`config.mk`:
```
export PLATFORM = sky130hd
export DESIGN_NAME = spi_status_encoder
export DESIGN_NICKNAME = d
export VERILOG_FILES = /design/src/rtl/spi_proto_pkg.sv /design/src/rtl/telemetry_tick_gen.sv /design/src/rtl/spi_status_encoder.sv
export SDC_FILE = /design/constraint.sdc
export NUM_CORES = 1
export LEC_CHECK = 0
export ABC_AREA = 1
export CORE_UTILIZATION = 32
export CTS_CLUSTER_DIAMETER = 40
export DETAILED_ROUTE_END_ITERATION = 7
export PLACE_DENSITY = 0.53
export SLEW_MARGIN = 25
export SYNTH_ARGS = -nofsm -noshare
export SYNTH_HDL_FRONTEND = slang
export SYNTH_SLANG_ARGS = --single-unit
```
`constraint.sdc`:
```
create_clock -name clk -period 2.7 [get_ports clk]
set_clock_uncertainty 0.05 [all_clocks]
set_input_delay 0.27 -clock clk [delete_from_list [all_inputs] [get_ports clk]]
set_output_delay 0.27 -clock clk [all_outputs]
set_load 0.1 [all_outputs]
```
`src/rtl/spi_proto_pkg.sv`:
```
// Shared SPI protocol definitions: record IDs (common with the command decoder),
// frame constants and the status-encoder state encoding.
package spi_proto_pkg;

  localparam logic [7:0] IdKp        = 8'h01;
  localparam logic [7:0] IdKi        = 8'h02;
  localparam logic [7:0] IdKd        = 8'h03;
  localparam logic [7:0] IdVolume    = 8'h04;
  localparam logic [7:0] IdThreshold = 8'h06;
  localparam logic [7:0] IdMute      = 8'h07;
  localparam logic [7:0] IdFocus     = 8'h10;
  localparam logic [7:0] IdPidOut    = 8'h20;
  localparam logic [7:0] IdStatus    = 8'h21;

  localparam int unsigned NUM_RECORDS       = 9;
  localparam logic [7:0]  DEFAULT_SYNC_BYTE = 8'hA5;

  // XOR of every record ID; folded into the checksum as a constant.
  localparam logic [7:0] ID_XOR = IdKp ^ IdKi ^ IdKd ^ IdVolume ^ IdThreshold ^ IdMute ^
                                  IdFocus ^ IdPidOut ^ IdStatus;

  typedef logic [2:0] enc_state_t;

  localparam enc_state_t StIdle = 3'd0;
  localparam enc_state_t StSync = 3'd1;
  localparam enc_state_t StId   = 3'd2;
  localparam enc_state_t StHi   = 3'd3;
  localparam enc_state_t StLo   = 3'd4;
  localparam enc_state_t StCsum = 3'd5;

  function automatic logic [7:0] fold16(input logic [15:0] v);
    return v[15:8] ^ v[7:0];
  endfunction

endpackage

```
`src/rtl/telemetry_tick_gen.sv`:
```
// Free-running 0..PERIOD-1 counter producing a one-cycle tick at PERIOD-1.
// PERIOD=0 disables the tick entirely.
module telemetry_tick_gen #(
  parameter int unsigned PERIOD = 0
) (
  input  logic clk,
  input  logic reset_n,
  output logic tick
);

  localparam int unsigned Last = (PERIOD == 0) ? 0 : PERIOD - 1;
  localparam int unsigned CntW = (Last > 0) ? $clog2(Last + 1) : 1;

  logic [CntW-1:0] cnt_q, cnt_d;
  logic            wrap;

  assign wrap  = (cnt_q == CntW'(Last));
  assign tick  = (PERIOD != 0) && wrap;
  assign cnt_d = wrap ? '0 : cnt_q + CntW'(1);

  always_ff @(posedge clk or negedge reset_n) begin
    if (!reset_n) begin
      cnt_q <= '0;
    end else begin
      cnt_q <= cnt_d;
    end
  end

endmodule

```
`src/rtl/spi_status_encoder.sv`:
```
// Snapshots control registers and loop telemetry on a trigger and streams them
// as a framed [sync, 9 x (id, hi, lo), checksum] byte sequence on Avalon-ST.
module spi_status_encoder
  import spi_proto_pkg::*;
#(
  parameter int unsigned PERIOD    = 0,
  parameter logic [7:0]  SYNC_BYTE = DEFAULT_SYNC_BYTE
) (
  input  logic        clk,
  input  logic        reset_n,
  input  logic        start,
  input  logic [15:0] kp,
  input  logic [15:0] ki,
  input  logic [15:0] kd,
  input  logic [15:0] threshold,
  input  logic [15:0] focus_signal,
  input  logic [7:0]  volume,
  input  logic        mute,
  input  logic [15:0] pid_out,
  input  logic [7:0]  status,
  output logic [7:0]  out_data,
  output logic        out_valid,
  input  logic        out_ready,
  output logic        busy,
  output logic        frame_done,
  output logic [7:0]  drop_cnt
);

  localparam logic [3:0] LastIdx = 4'(NUM_RECORDS - 1);

  enc_state_t  state_q, state_d;
  logic [3:0]  idx_q, idx_d;
  logic [15:0] kp_q, ki_q, kd_q, thr_q, focus_q, pid_q;
  logic [7:0]  vol_q, status_q;
  logic        mute_q;
  logic        frame_done_q, frame_done_d;
  logic [7:0]  drop_cnt_q, drop_cnt_d;

  logic        tick, trig, accept;
  logic [7:0]  rec_id, csum;
  logic [15:0] rec_data;

  telemetry_tick_gen #(
    .PERIOD (PERIOD)
  ) u_tick_gen (
    .clk     (clk),
    .reset_n (reset_n),
    .tick    (tick)
  );

  // start and a period tick in the same cycle collapse into one trigger.
  assign trig   = start | tick;
  assign accept = trig && (state_q == StIdle);

  assign out_valid  = (state_q != StIdle);
  assign busy       = (state_q != StIdle);
  assign frame_done = frame_done_q;
  assign drop_cnt   = drop_cnt_q;

  always_comb begin
    rec_id   = 8'h00;
    rec_data = 16'h0000;
    unique case (idx_q)
      4'd0:    begin rec_id = IdKp;        rec_data = kp_q;                 end
      4'd1:    begin rec_id = IdKi;        rec_data = ki_q;                 end
      4'd2:    begin rec_id = IdKd;        rec_data = kd_q;                 end
      4'd3:    begin rec_id = IdVolume;    rec_data = {8'h00, vol_q};       end
      4'd4:    begin rec_id = IdThreshold; rec_data = thr_q;                end
      4'd5:    begin rec_id = IdMute;      rec_data = {15'b0, mute_q};      end
      4'd6:    begin rec_id = IdFocus;     rec_data = focus_q;              end
      4'd7:    begin rec_id = IdPidOut;    rec_data = pid_q;                end
      4'd8:    begin rec_id = IdStatus;    rec_data = {8'h00, status_q};    end
      default: begin rec_id = 8'h00;       rec_data = 16'h0000;             end
    endcase
  end

  // Checksum depends only on the frozen shadows, so it is formed directly.
  assign csum = ID_XOR ^ fold16(kp_q) ^ fold16(ki_q) ^ fold16(kd_q) ^ vol_q ^
                fold16(thr_q) ^ {7'b0, mute_q} ^ fold16(focus_q) ^ fold16(pid_q) ^ status_q;

  always_comb begin
    out_data = 8'h00;
    unique case (state_q)
      StSync:  out_data = SYNC_BYTE;
      StId:    out_data = rec_id;
      StHi:    out_data = rec_data[15:8];
      StLo:    out_data = rec_data[7:0];
      StCsum:  out_data = csum;
      default: out_data = 8'h00;
    endcase
  end

  always_comb begin
    state_d = state_q;
    idx_d   = idx_q;
    unique case (state_q)
      StIdle: if (trig) begin
        state_d = StSync;
        idx_d   = 4'd0;
      end
      StSync: if (out_ready) state_d = StId;
      StId:   if (out_ready) state_d = StHi;
      StHi:   if (out_ready) state_d = StLo;
      StLo: if (out_ready) begin
        if (idx_q < LastIdx) begin
          state_d = StId;
          idx_d   = idx_q + 4'd1;
        end else begin
          state_d = StCsum;
        end
      end
      StCsum:  if (out_ready) state_d = StIdle;
      default: state_d = StIdle;
    endcase
  end

  assign frame_done_d = (state_q == StCsum) && out_ready;
  assign drop_cnt_d   = (trig && busy && (drop_cnt_q != 8'hFF)) ? drop_cnt_q + 8'd1
                                                                 : drop_cnt_q;

  always_ff @(posedge clk or negedge reset_n) begin
    if (!reset_n) begin
      state_q      <= StIdle;
      idx_q        <= 4'd0;
      frame_done_q <= 1'b0;
      drop_cnt_q   <= 8'h00;
    end else begin
      state_q      <= state_d;
      idx_q        <= idx_d;
      frame_done_q <= frame_done_d;
      drop_cnt_q   <= drop_cnt_d;
    end
  end

  always_ff @(posedge clk or negedge reset_n) begin
    if (!reset_n) begin
      kp_q     <= '0;
      ki_q     <= '0;
      kd_q     <= '0;
      thr_q    <= '0;
      focus_q  <= '0;
      pid_q    <= '0;
      vol_q    <= '0;
      status_q <= '0;
      mute_q   <= 1'b0;
    end else if (accept) begin
      kp_q     <= kp;
      ki_q     <= ki;
      kd_q     <= kd;
      thr_q    <= threshold;
      focus_q  <= focus_signal;
      pid_q    <= pid_out;
      vol_q    <= volume;
      status_q <= status;
      mute_q   <= mute;
    end
  end

endmodule

```
==> impl_metrics.csv, run 1 <==
group,metric,value,unit
power_and_ir_drop,p_leak,5.00,nW
hold_path,hold_path.class,"input port to asynchronous set/reset pin",
place,dp_cells,1557,
global_route,track_usage,19.5,%
synth,synth-seq-area-share,41.6,%
synth,syn_area_per_cell,6.91,um2
synth,synth_warnings,0,
power_and_ir_drop,totalPowerFinal,13.5,mW
drt,drt_wl_total,23300,um
layout,layout.cells.non_filler,1590,
synth,synth-async-reset-ratio,100,%
power_and_ir_drop,swShare,49.0,%
timing,period_minus_slack,2.59,ns
timing,hold_ws,0.284,ns
timing,setup_viol,0,
power_and_ir_drop,pwr-share-clk,17.2,%
drt,viasPerCell,4.64,
critical_path,slowest_stage,"dfrtp_1",
place,io_buffers,135,
clock_network,h-tree-depth,4,
power_and_ir_drop,p_comb_share,56.8,%
timing,slew_headroom,66.4,%
drt,drtIter0Drc,564,
synth,synthesis.nets,1246,
layout,final_layout_size_suffix_gt1_share,7.55,%
timing,max_freq,386,MHz
drt,vias,7379,
drt,wl_per_cell,14.7,um
floorplanning,boundaryPins,136,
floorplanning,die_w,158,um
place,dpl-instance-area,9540,um2
layout,multiInputGateArea,3800,um2
drt,first_pass_iters,5,
clock_network,clkTransAtPathRegs,0.06,ns
critical_path,cpMostUsedCell,"nor2_1",
timing,worst_pin_slew,0.504,ns
critical_path,r2r_start,"state_q[0]$_DFFE_PN0P_",
global_route,grt_max_degree,62,
floorplanning,start_util,32.9,%
floorplanning,coreArea,23600,um2
synth,synth-seq-cells,129,
global_route,grt_pass1_wl,36700,um
place,dp_hpwl,17500,um
global_route,grt_pass1_vias,6743,
timing,drv_slew,0,
floorplanning,dieHeight,158,um
power_and_ir_drop,internal_power,6.87,mW
layout,regArea,3230,um2
critical_path,critical_path_arrival,2.27,ns
layout,final_cell_mix,"nand2_1, inv_1, dfrtp_1, o21ai_0, clkdlybuf4s50_1",
synth,ys_types,35,
clock_network,cts.sinks,129,
critical_path,cp_max_fo,15,
drt,drtAntennaViolNets,0,
place,gp_congestion,0.887,
clock_network,cts_made_buffers,17,
layout,fillers,2431,
critical_path,path_buf_inv,2,
layout,syn2layout_area_growth,31.4,%
layout,fin_nets,1380,
critical_path,cpPeakStageDelay,0.41,ns
layout,diodes,0,
critical_path,worstPathCellList,"inv_1 > ha_4 > nand2_4 > o22ai_1 > nor3_1 > nor2_1 > nor2_1 > nand2_1 > buf_12",
layout,final_common_cell,"nand2_1",
timing,fin_ws,0.109,ns
critical_path,cp-end-kind,"primary output",
critical_path,crit_required,2.38,ns
floorplanning,rows,56,
flow_run,timing.max_cap.violations,0,
global_route,overflow,0,
power_and_ir_drop,seqPwrFrac,26.1,%
synth,synth-edff-count,0,
critical_path,crit_type,"flip-flop to primary output",
clock_network,cts_tree,"yes",
power_and_ir_drop,power_density,1320,nW/um2
clock_network,root_buffer,"clkbuf_16",
drt,drc,0,
floorplanning,dieArea,24900,um2
global_route,antenna_found_initial,0,
synth,syn_inst,1124,
outcome,status,"complete, no violations",
timing,hold_viol,0,
critical_path,cp-start-kind,"flip-flop",
clock_network,insertion_delay,0.43,ns
layout,design_area,10200,um2
timing,fin_setup_tns,0,ns
power_and_ir_drop,p_sw,6.61,mW
layout,final_util,43.2,%
critical_path,startpoint,"idx_q[1]$_DFFE_PN0P_",
timing,fin_crit_sh,96.0,%
place,place_worst_setup_slack,0.303,ns
power_and_ir_drop,max-vdd-ir-drop,0.000585,V
clock_network,clockBufferDepth,2,
critical_path,crit_family,"simple AND/OR/NAND/NOR gates",
synth,syn_area,7760,um2
clock_network,cts_setup_buffers,0,
synth,synth_top_flop_cell,"dfrtp_1",
[sequential cells by signal, summed over array words and instances, names as in the netlist]
| name | cells |
|---|---|
| focus_q | 16 |
| kd_q | 16 |
| ki_q | 16 |
| kp_q | 16 |
| pid_q | 16 |
| thr_q | 16 |
| drop_cnt | 8 |
| status_q | 8 |
| vol_q | 8 |
| idx_q | 4 |
| state_q | 3 |
| frame_done | 1 |
| mute_q | 1 |
[cells in the mapped netlist, types with 7 or more instances]
master,count,area share (%)
buf_2,12,0.77
dfrtp_1,129,42
nand2_1,442,21
nor3_1,8,0.52
clkbuf_1,11,0.53
o21ai_0,122,7.9
nor2_1,45,2.2
o22ai_1,49,3.9
buf_4,7,0.68
xor2_1,17,1.9
xnor2_1,15,1.7
nand3_1,49,3.2
inv_1,164,7.9
[logic make-up after synthesis]
family / Yosys count / synth area share [%]
and+or+nand+nor: 566 / 29.6
buffers and inverters: 199 / 10.4
AOI/OAI and AO/OA: 190 / 13.6
DFF: 129 / 41.6
xor gates and xnor gates: 32 / 3.61
adders and majority gates: 5 / 0.806
muxes: 3 / 0.435
[worst register-to-register path, stage by stage (launching register included)]
cell and delay [ns]:
dfrtp_1 0.45, nor2_4 0.18, nand2_2 0.15, nor2_4 0.26, buf_12 0.25, buf_12 0.25
nand2_1 0.15, o21ai_0 0.09
[path summary, 6_finish.rpt]
path	end	slack, ns	cells past startpoint
worst max register to register	kp_q[14]$_DFFE_PN0P_	0.80	7
worst min-delay path	focus_q[1]$_DFFE_PN0P_	0.28	2
worst max-delay path	out_data[5]	0.11	9
min in group clk	kd_q[1]$_DFFE_PN0P_	0.35	3
worst min register to register	drop_cnt[0]$_DFFE_PN0P_	0.48	1
max in group asynchronous	drop_cnt[7]$_DFFE_PN0P_	1.58	3
[repair_timing]
action	CTS	global route
hold buffers	1	0
gates resized for setup	5	14
endpoints found under the setup margin	8	8
gates cloned	0	0
pin swaps	0	3
hold endpoints to repair	32	0
[layout make-up]
cell class / instances / area share, %
Inverter: 166 / 6.11
Sequential cell: 129 / 31.7
Tap cell: 319 / 3.91
Clock buffer: 23 / 4.68
Timing Repair Buffer: 148 / 15.3
Clock inverter: 9 / 1.04
Multi-Input combinational cell: 796 / 37.3
[power groups by stage]
stage	clock network (mW)	logic [mW]	registers [mW]
after floorplan	0	5.27	3.73
after global placement	0	7.49	3.51
after detailed placement	0	7.57	3.52
after CTS	2.36	7.61	3.51
after global routing	2.44	8.60	3.65
final	2.31	7.65	3.51
[per-layer routing]
| metal | vias to the layer above | global-route usage (%) | part of all wire, % |
|---|---|---|---|
| met5 | - | 0 | 0 |
| met2 | 220 | 27.8 | 42 |
| li1 | 3808 | - | - |
| met4 | 0 | 5.50 | 1.3 |
| met1 | 3328 | 29.8 | 51 |
| met3 | 23 | 3.31 | 5.9 |
Note: power is estimated with default switching activity, not from simulation.
==> run 2, diff against run 1 <==
--- a/config.mk
+++ b/config.mk
@@ -7,6 +7,7 @@
 export LEC_CHECK = 0
 export ABC_AREA = 1
 export CORE_UTILIZATION = 32
+export CTS_BUF_LIST = sky130_fd_sc_hd__clkbuf_4 sky130_fd_sc_hd__clkbuf_8 sky130_fd_sc_hd__clkbuf_16
 export CTS_CLUSTER_DIAMETER = 40
 export DETAILED_ROUTE_END_ITERATION = 7
 export PLACE_DENSITY = 0.53
==> run 2 against run 1 <==
Via count about the same. Fmax hardly changed. Cell count is the same. Die area did not move. Critical path type unchanged. Largest cell class unchanged.
==> impl_metrics.csv, run 2 (synthesized netlist as in run 1, its figures left out) <==
group,metric,value,unit
outcome,status,"complete, no violations",
global_route,grt_pass1_wl,36700,um
timing,hold_viol,0,
clock_network,clkTransAtPathRegs,0.06,ns
floorplanning,start_util,32.9,%
clock_network,cts_tree,"yes",
drt,drtAntennaViolNets,0,
timing,worst_pin_slew,0.504,ns
global_route,antenna_found_initial,0,
timing,fin_crit_sh,95.9,%
layout,syn2layout_area_growth,31.6,%
place,dp_hpwl,17500,um
timing,slew_headroom,66.4,%
drt,drt_wl_total,23300,um
critical_path,r2r_start,"state_q[0]$_DFFE_PN0P_",
place,dp_cells,1557,
floorplanning,boundaryPins,136,
layout,final_common_cell,"nand2_1",
critical_path,cp-end-kind,"primary output",
critical_path,crit_required,2.38,ns
drt,drc,0,
critical_path,cp-start-kind,"flip-flop",
critical_path,cpPeakStageDelay,0.41,ns
power_and_ir_drop,power_density,1320,nW/um2
drt,vias,7380,
place,gp_congestion,0.887,
clock_network,cts_made_buffers,17,
timing,drv_slew,0,
clock_network,clockBufferDepth,2,
floorplanning,rows,56,
floorplanning,dieHeight,158,um
floorplanning,dieArea,24900,um2
hold_path,hold_path.class,"input port to asynchronous set/reset pin",
layout,final_cell_mix,"nand2_1, inv_1, dfrtp_1, o21ai_0, clkdlybuf4s50_1",
clock_network,insertion_delay,0.43,ns
critical_path,path_buf_inv,2,
place,dpl-instance-area,9540,um2
critical_path,crit_type,"flip-flop to primary output",
global_route,grt_pass1_vias,6743,
clock_network,root_buffer,"clkbuf_16",
power_and_ir_drop,p_leak,5.01,nW
timing,fin_ws,0.111,ns
drt,viasPerCell,4.64,
global_route,grt_max_degree,62,
global_route,track_usage,19.5,%
critical_path,slowest_stage,"dfrtp_1",
clock_network,h-tree-depth,4,
drt,wl_per_cell,14.7,um
floorplanning,die_w,158,um
clock_network,cts.sinks,129,
timing,period_minus_slack,2.59,ns
timing,setup_viol,0,
layout,diodes,0,
global_route,overflow,0,
layout,design_area,10200,um2
critical_path,worstPathCellList,"inv_1 > ha_4 > nand2_4 > o22ai_1 > nor3_1 > nor2_1 > nor2_1 > nand2_1 > buf_12",
critical_path,cpMostUsedCell,"nor2_1",
drt,drtIter0Drc,561,
floorplanning,coreArea,23600,um2
place,place_worst_setup_slack,0.303,ns
critical_path,critical_path_arrival,2.27,ns
flow_run,timing.max_cap.violations,0,
layout,final_layout_size_suffix_gt1_share,7.79,%
critical_path,cp_max_fo,15,
drt,first_pass_iters,5,
layout,layout.cells.non_filler,1590,
layout,fin_nets,1380,
layout,fillers,2432,
critical_path,startpoint,"idx_q[1]$_DFFE_PN0P_",
timing,max_freq,386,MHz
power_and_ir_drop,max-vdd-ir-drop,0.000585,V
critical_path,crit_family,"simple AND/OR/NAND/NOR gates",
place,io_buffers,135,
[run 2: cell counts in the layout (fill, tap and decap cells not counted)]
Identical to the previous run, type by type.
[run 2: worst paths after layout]
check	end	slack, ns	cells after the start
setup reg to reg	mute_q$_DFFE_PN0P_	0.80	7
max in group asynchronous	drop_cnt[7]$_DFFE_PN0P_	1.58	3
hold reg to reg	drop_cnt[0]$_DFFE_PN0P_	0.48	1
hold / removal	focus_q[1]$_DFFE_PN0P_	0.28	2
setup / recovery	out_data[5]	0.11	9
min in group clk	focus_q[12]$_DFFE_PN0P_	0.35	3
[run 2: where the power goes]
part	switching [mW]	internal [mW]
clock network	0.885	1.46
logic	5.06	2.60
registers	0.668	2.84
[run 2: timing repair]
action	CTS	global route
buffers inserted	0	0
endpoints found under the setup margin	8	8
hold buffers	1	0
hold endpoints to repair	32	0
pin swaps	0	3
gates resized for setup	5	14
cloned	0	0
[run 2: through the flow]
| step | hold slack, ns | TNS [ns] | power [mW] | utilization (%) |
|---|---|---|---|---|
| finish | 0.285 | 0 | 13.5 | 43.3 |
| global route | 0.330 | -0.00684 | 14.7 | 43.3 |
| CTS | 0.300 | 0 | 13.5 | 43.1 |
| detailed placement | 0.218 | 0 | 11.1 | 40.4 |
| global placement | 0.224 | 0 | 11.0 | 40.4 |
| floorplan | -0.0756 | 0 | 9.00 | - |
[run 2: layer usage]
layer / vias to the layer above / global-route usage (%) / wire [um]
met5: - / 0 / 0
met4: 0 / 5.50 / 299
met3: 23 / 3.31 / 1310
met2: 226 / 27.8 / 9710
met1: 3321 / 29.8 / 12000
li1: 3810 / - / -
[run 2: area by class of cell]
type | count | area, um2 | area share (%)
multi-input cells | 796 | 3800 | 37.2
flip-flops and latches | 129 | 3230 | 31.6
repair buffers | 148 | 1560 | 15.3
inverters | 166 | 623 | 6.10
clock buffers | 23 | 489 | 4.79
well taps | 319 | 399 | 3.91
clock inverters | 9 | 106 | 1.04
==> run 3, diff against run 2 <==
--- a/config.mk
+++ b/config.mk
@@ -14,4 +14,5 @@
 export SLEW_MARGIN = 25
 export SYNTH_ARGS = -nofsm -noshare
 export SYNTH_HDL_FRONTEND = slang
+export SYNTH_HIERARCHICAL = 1
 export SYNTH_SLANG_ARGS = --single-unit
==> run 3 against run 2 <==
Die area up 1.9%. Global-route usage down 0.81 points. Non-clock buffer count up 3. Critical path depth up 4. Sequential power up 4%. Largest power group unchanged.
==> impl_metrics.csv, run 3 <==
group,metric,value,unit
synth,ys_types,38,
place,dp_hpwl,16800,um
synth,synth_commonest_cells,"nand2_1, inv_1, dfrtp_1",
synth,synth-seq-area-share,40.8,%
global_route,grt_pass1_vias,7290,
floorplanning,coreArea,24300,um2
critical_path,crit_type,"flip-flop to primary output",
critical_path,crit_required,2.38,ns
layout,diodes,0,
critical_path,cp-end-kind,"primary output",
timing,slew_headroom,47.2,%
synth,synth_warnings,6,
synth,synth_top_flop_cell,"dfrtp_1",
timing,worst_pin_slew,0.793,ns
drt,drc,0,
timing,rsz0062_at_grt,"false",
critical_path,slowest_stage,"dfrtp_2",
floorplanning,rows,57,
synth,yosysMostFrequentCell,"nand2_1",
drt,drtAntennaViolNets,0,
clock_network,insertion_delay,0.42,ns
timing,fin_setup_tns,0,ns
layout,multiInputGateArea,4020,um2
timing,hold_viol,0,
critical_path,cpPeakStageDelay,0.44,ns
clock_network,cts.sinks,129,
global_route,antenna_found_initial,0,
clock_network,clockBufferDepth,2,
floorplanning,dieArea,25400,um2
floorplanning,die_w,159,um
synth,synthesis.nets,1298,
floorplanning,boundaryPins,136,
critical_path,worstPathCellList,"inv_2 > nor2_4 > nand2_4 > inv_4 > nand2_1 > o21ai_1 > nor2_1 > nand2_1 > nand2_1 > o21ai_1 > inv_1 > nand2_1 > buf_12",
drt,drt_wl_total,23100,um
synth,synth_top_area_share,40.8,%
layout,fillers,2520,
hold_path,hold_path.class,"input port to flip-flop",
global_route,track_usage,18.7,%
flow_run,timing.max_cap.violations,0,
timing,drv_slew,0,
synth,syn_inst,1176,
drt,first_pass_iters,5,
critical_path,r2r_start,"state_q[1]$_DFFE_PN0P_",
critical_path,cp_max_fo,14,
layout,design_area,10400,um2
layout,fin_nets,1435,
clock_network,clkTransAtPathRegs,0.06,ns
synth,syn_area,7910,um2
drt,wl_per_cell,14.0,um
place,gp_congestion,0.817,
timing,max_freq,385,MHz
layout,regArea,3230,um2
layout,syn2layout_area_growth,31.3,%
critical_path,cp-start-kind,"flip-flop",
critical_path,critical_path_arrival,2.28,ns
clock_network,cts_tree,"yes",
critical_path,startpoint,"idx_q[2]$_DFFE_PN0P_",
synth,yosysTopAreaCell,"dfrtp_1",
global_route,overflow,0,
drt,vias,7594,
timing,period_minus_slack,2.60,ns
outcome,status,"complete, no violations",
place,io_buffers,135,
drt,drtIter0Drc,418,
synth,synth-seq-cells,129,
timing,fin_crit_sh,96.2,%
synth,synth-async-reset-ratio,100,%
drt,viasPerCell,4.61,
clock_network,cts_made_buffers,17,
power_and_ir_drop,power_density,1350,nW/um2
timing,setup_viol,0,
clock_network,h-tree-depth,4,
hold_path,worstHoldStart,"focus_signal[8]",
power_and_ir_drop,max-vdd-ir-drop,0.000890,V
floorplanning,start_util,32.5,%
synth,syn_area_per_cell,6.73,um2
layout,final_layout_size_suffix_gt1_share,8.53,%
global_route,grt_pass1_wl,37500,um
global_route,grt_max_degree,131,
power_and_ir_drop,p_leak,5.25,nW
place,dpl-instance-area,9660,um2
synth,yosys-top-cells-area,"dfrtp_1, nand2_1, o21ai_0, inv_1, nand3_1",
floorplanning,dieHeight,159,um
clock_network,root_buffer,"clkbuf_16",
critical_path,cpMostUsedCell,"nand2_1",
timing,hold_ws,0.327,ns
synth,synth-edff-count,0,
layout,final_common_cell,"nand2_1",
layout,final_cell_mix,"nand2_1, inv_1, dfrtp_1, clkdlybuf4s50_1, o21ai_0",
==> run 3: cell count changes after synthesis, sizes merged, moves of 8 or more <==
cell,previous run,this run
o21ai,125,117
nand2,450,542
nand3,50,62
o22ai,52,31
inv,166,152
==> run 3: timing repair <==
| item | 4_1_cts | 5_1_grt |
|---|---|---|
| pin swaps | 0 | 3 |
| hold buffers | 1 | 0 |
| setup buffers | 0 | 3 |
| resized for setup | 10 | 17 |
| hold endpoints to repair | 51 | 0 |
| endpoints found under the setup margin | 8 | 8 |
==> run 3: layout make-up <==
class | count | share of cell area [%]
inverters | 152 | 5.54
repair buffers | 151 | 15.2
multi-input cells | 862 | 38.7
clock buffers | 23 | 4.83
clock inverters | 8 | 0.759
well taps | 324 | 3.90
flip-flops and latches | 129 | 31.1
==> run 3: report_power, final <==
part           leakage, nW  switching, mW  internal, mW
sequential            1.60          0.791          2.87
clock                0.277          0.899          1.39
combinational         3.38           5.32          2.72
==> run 3: worst paths after layout <==
check / end / slack, ns / depth (start not counted)
worst max-delay path: out_data[6] / 0.10 / 13
worst min-delay path: focus_q[8]$_DFFE_PN0P_ / 0.33 / 3
worst max register to register: vol_q[2]$_DFFE_PN0P_ / 0.92 / 6
worst min register to register: drop_cnt[3]$_DFFE_PN0P_ / 0.47 / 1
max in group asynchronous: kp_q[15]$_DFFE_PN0P_ / 1.48 / 3
min in group asynchronous: state_q[1]$_DFFE_PN0P_ / 0.42 / 2
==> run 3: through the flow <==
stage	setup WS, ns	util, %	power, mW	cells
after CTS	0.00198	42.3	14.0	1646
final	0.102	42.7	14.0	1649
after floorplan	0.324	-	9.48	1176
after global routing	0.00509	42.7	15.3	1649
after global placement	0.330	39.7	11.5	1614
after detailed placement	0.248	39.7	11.6	1614
==> run 3: metal layers <==
layer  GRT usage, %  share of wire [%]  up-vias
li1               -                  -     3934
met1           25.4                 48     3436
met2           29.7                 45      193
met3           3.54                4.9       31
met4           6.60                2.1        0
met5              0                  0        -
==> run 3: worst max-delay path, delay by kind of cell (launching register included) <==
kind	cells	cell delay [ns]
flops	1	0.44
simple gates	7	0.72
compound gates	2	0.16
buf+inv	4	0.54
==> run 3: logic make-up after synthesis <==
logic type | Yosys count | synth area share, %
adder cells (fa/ha/maj) | 5 | 0.791
flip-flops | 129 | 40.8
XOR/XNOR | 28 | 3.10
buffers and inverters | 185 | 9.82
other | 1 | 0.0474
AND/OR/NAND/NOR | 667 | 34.1
AO/OA/AOI/OAI | 161 | 11.3
==> RTL change: new RTL, settings of run 3 <==
Register the input `threshold` before use, without a reset. The logic sees it one clock later. The other inputs are not delayed to match.
--- a/src/rtl/spi_status_encoder.sv
+++ b/src/rtl/spi_status_encoder.sv
@@ -27,6 +27,12 @@
 );
 
   localparam logic [3:0] LastIdx = 4'(NUM_RECORDS - 1);
+
+  logic [15:0] threshold_q;
+
+  always_ff @(posedge clk) begin
+    threshold_q <= threshold;
+  end
 
   enc_state_t  state_q, state_d;
   logic [3:0]  idx_q, idx_d;
@@ -147,7 +153,7 @@
       kp_q     <= kp;
       ki_q     <= ki;
       kd_q     <= kd;
-      thr_q    <= threshold;
+      thr_q    <= threshold_q;
       focus_q  <= focus_signal;
       pid_q    <= pid_out;
       vol_q    <= volume;
Behaviour: same outputs for any inputs over 10 cycles, from zero or initial values and one cycle with reset_n low; that may be too few to reach the edited logic, so the function may still have changed.
==> RTL change against run 3 <==
Wire length increased by 1.3%. Hold slack got worse by 0.13 ns. Register-to-register slack got worse by 0.14 ns. Non-clock buffer count increased by 13. Synthesized area increased by 2.1%. Setup slack improved by 0.0023 ns. Design area increased by 2.7%. Power increased by 3.9%. Sequential cell count increased by 16. Critical endpoint is now out_data[5].
==> RTL change: results (changes against run 3) <==
POWER.SWITCHING_mW=7.039  # was 7.010 mW
CRIT_PATH_MAX_INCR_DELAY_NS=0.42  # was 0.44 ns
POST_DP_CELL_AREA_UM2=9899  # was 9658 µm²
SYNTH.YOSYS.SEQ_AREA_SHARE_PCT=43.94  # was 40.80%
GRT_PASS1_WL_UM=38400  # was 37460 µm
GR-USAGE-ALL-LAYERS_PCT=19.00  # was 18.71%
YOSYSUNIQUECELLTYPES=31  # was 38
GP_ROUTABILITY_CONGESTION=0.8353  # was 0.8173
SWITCHING_SHARE_PCT=48.46  # was 50.13%
WL_UM=23440  # was 23140 µm
WL_MET2_UM=10520  # was 10440 µm
FIRST_GLOBAL_VIAS=7278  # was 7290
POWER.CLOCK.TOTAL_mW=2.64  # was 2.29 mW
FIRST_ITER_VIOLATIONS=458  # was 418
RESULT_OF_THE_RUN='completed'  # unchanged
PATH_TYPE_OF_THE_WORST_MIN_DELAY_PATH='primary input to asynchronous set/reset pin'  # was primary input to flop
IR_DROP_V=0.0009189  # was 0.0008901 V
STATIC-LEAKAGE-POWER_nW=5.383  # was 5.250 nW
WORST-SLEW-PIN-TRANSITION_NS=0.5680  # was 0.7926 ns
DR_TOTAL_VIAS=7521  # was 7594
VIASPERCELL=4.566  # was 4.605
NETS=1433  # was 1435
SYNTH-ASYNC-RESET-RATIO_PCT=88.97  # was 100.0%
SYNTH.TOP_CELLS.BY_AREA='sky130_fd_sc_hd__dfrtp_1 40%, sky130_fd_sc_hd__nand2_1 25%, sky130_fd_sc_hd__inv_1 5.6%, sky130_fd_sc_hd__o21ai_0 5.6%, sky130_fd_sc_hd__nand3_1 4.3%'  # was sky130_fd_sc_hd__dfrtp_1 41%, sky130_fd_sc_hd__nand2_1 25%, sky130_fd_sc_hd__o21ai_0 7.1%, sky130_fd_sc_hd__inv_1 6.9%, sky130_fd_sc_hd__nand3_1 3.7%
CP_TOP_FAMILY='buffers and inverters'  # was simple AND/OR/NAND/NOR gates
FINAL_LAYOUT_SIZE_SUFFIX_GT1_SHARE_PCT=8.012  # was 8.528%
POST_SYNTH_MOST_FREQUENT_CELLS='542 x sky130_fd_sc_hd__nand2_1, 129 x sky130_fd_sc_hd__dfrtp_1, 120 x sky130_fd_sc_hd__inv_1, 90 x sky130_fd_sc_hd__o21ai_0, 69 x sky130_fd_sc_hd__nand3_1'  # was 533 x sky130_fd_sc_hd__nand2_1, 145 x sky130_fd_sc_hd__inv_1, 129 x sky130_fd_sc_hd__dfrtp_1, 112 x sky130_fd_sc_hd__o21ai_0, 59 x sky130_fd_sc_hd__nand3_1
NUMPLACEDINSTANCES=1610  # was 1614
-- RTL change: area by class of cell --
class | count | area [µm²]
inverter | 124 | 470.5
fill | 2571 | 13870
clock inverter | 13 | 200.2
timing repair buffer | 164 | 1662
multi-input combinational | 859 | 3935
clock buffer | 18 | 439.2
tap | 324 | 405.4
sequential | 145 | 3552
-- RTL change: layer usage --
metal | GRT usage (%) | vias up
met5 | 0 | -
met4 | 4.588 | 0
met3 | 4.003 | 28
met2 | 30.21 | 178
li1 | - | 3907
met1 | 26.28 | 3408
-- RTL change: cells by family after synthesis --
| family | Yosys count | share of synthesized area [%] |
|---|---|---|
| XOR/XNOR | 49 | 5.315 |
| AND/OR/NAND/NOR | 675 | 33.41 |
| other | 1 | 0.04644 |
| AO/OA/AOI/OAI | 129 | 8.522 |
| buffers and inverters | 161 | 7.995 |
| flip-flops | 145 | 43.94 |
| adder cells (fa/ha/maj) | 5 | 0.7747 |
-- RTL change: timing repair --
action | in CTS | in global routing
hold buffers | 1 | 0
endpoints found under the setup margin | 8 | 8
pin swaps | 1 | 1
hold endpoints to repair | 15 | 0
setup buffers | 3 | 2
resized for setup | 7 | 22
-- RTL change: path summary, 6_finish.rpt --
| path | cells after the start | slack (ns) | end | from |
|---|---|---|---|---|
| min reg2reg | 2 | 0.38 | thr_q[10]$_DFFE_PN0P_ | threshold_q[10]$_DFF_P_ |
| max in group asynchronous | 3 | 1.67 | thr_q[12]$_DFFE_PN0P_ | reset_n |
| max reg2reg | 6 | 0.78 | focus_q[15]$_DFFE_PN0P_ | state_q[0]$_DFFE_PN0P_ |
| min in group clk | 1 | 0.23 | threshold_q[5]$_DFF_P_ | threshold[5] |
| max | 10 | 0.10 | out_data[5] | idx_q[0]$_DFFE_PN0P_ |
| min | 2 | 0.19 | focus_q[14]$_DFFE_PN0P_ | reset_n |
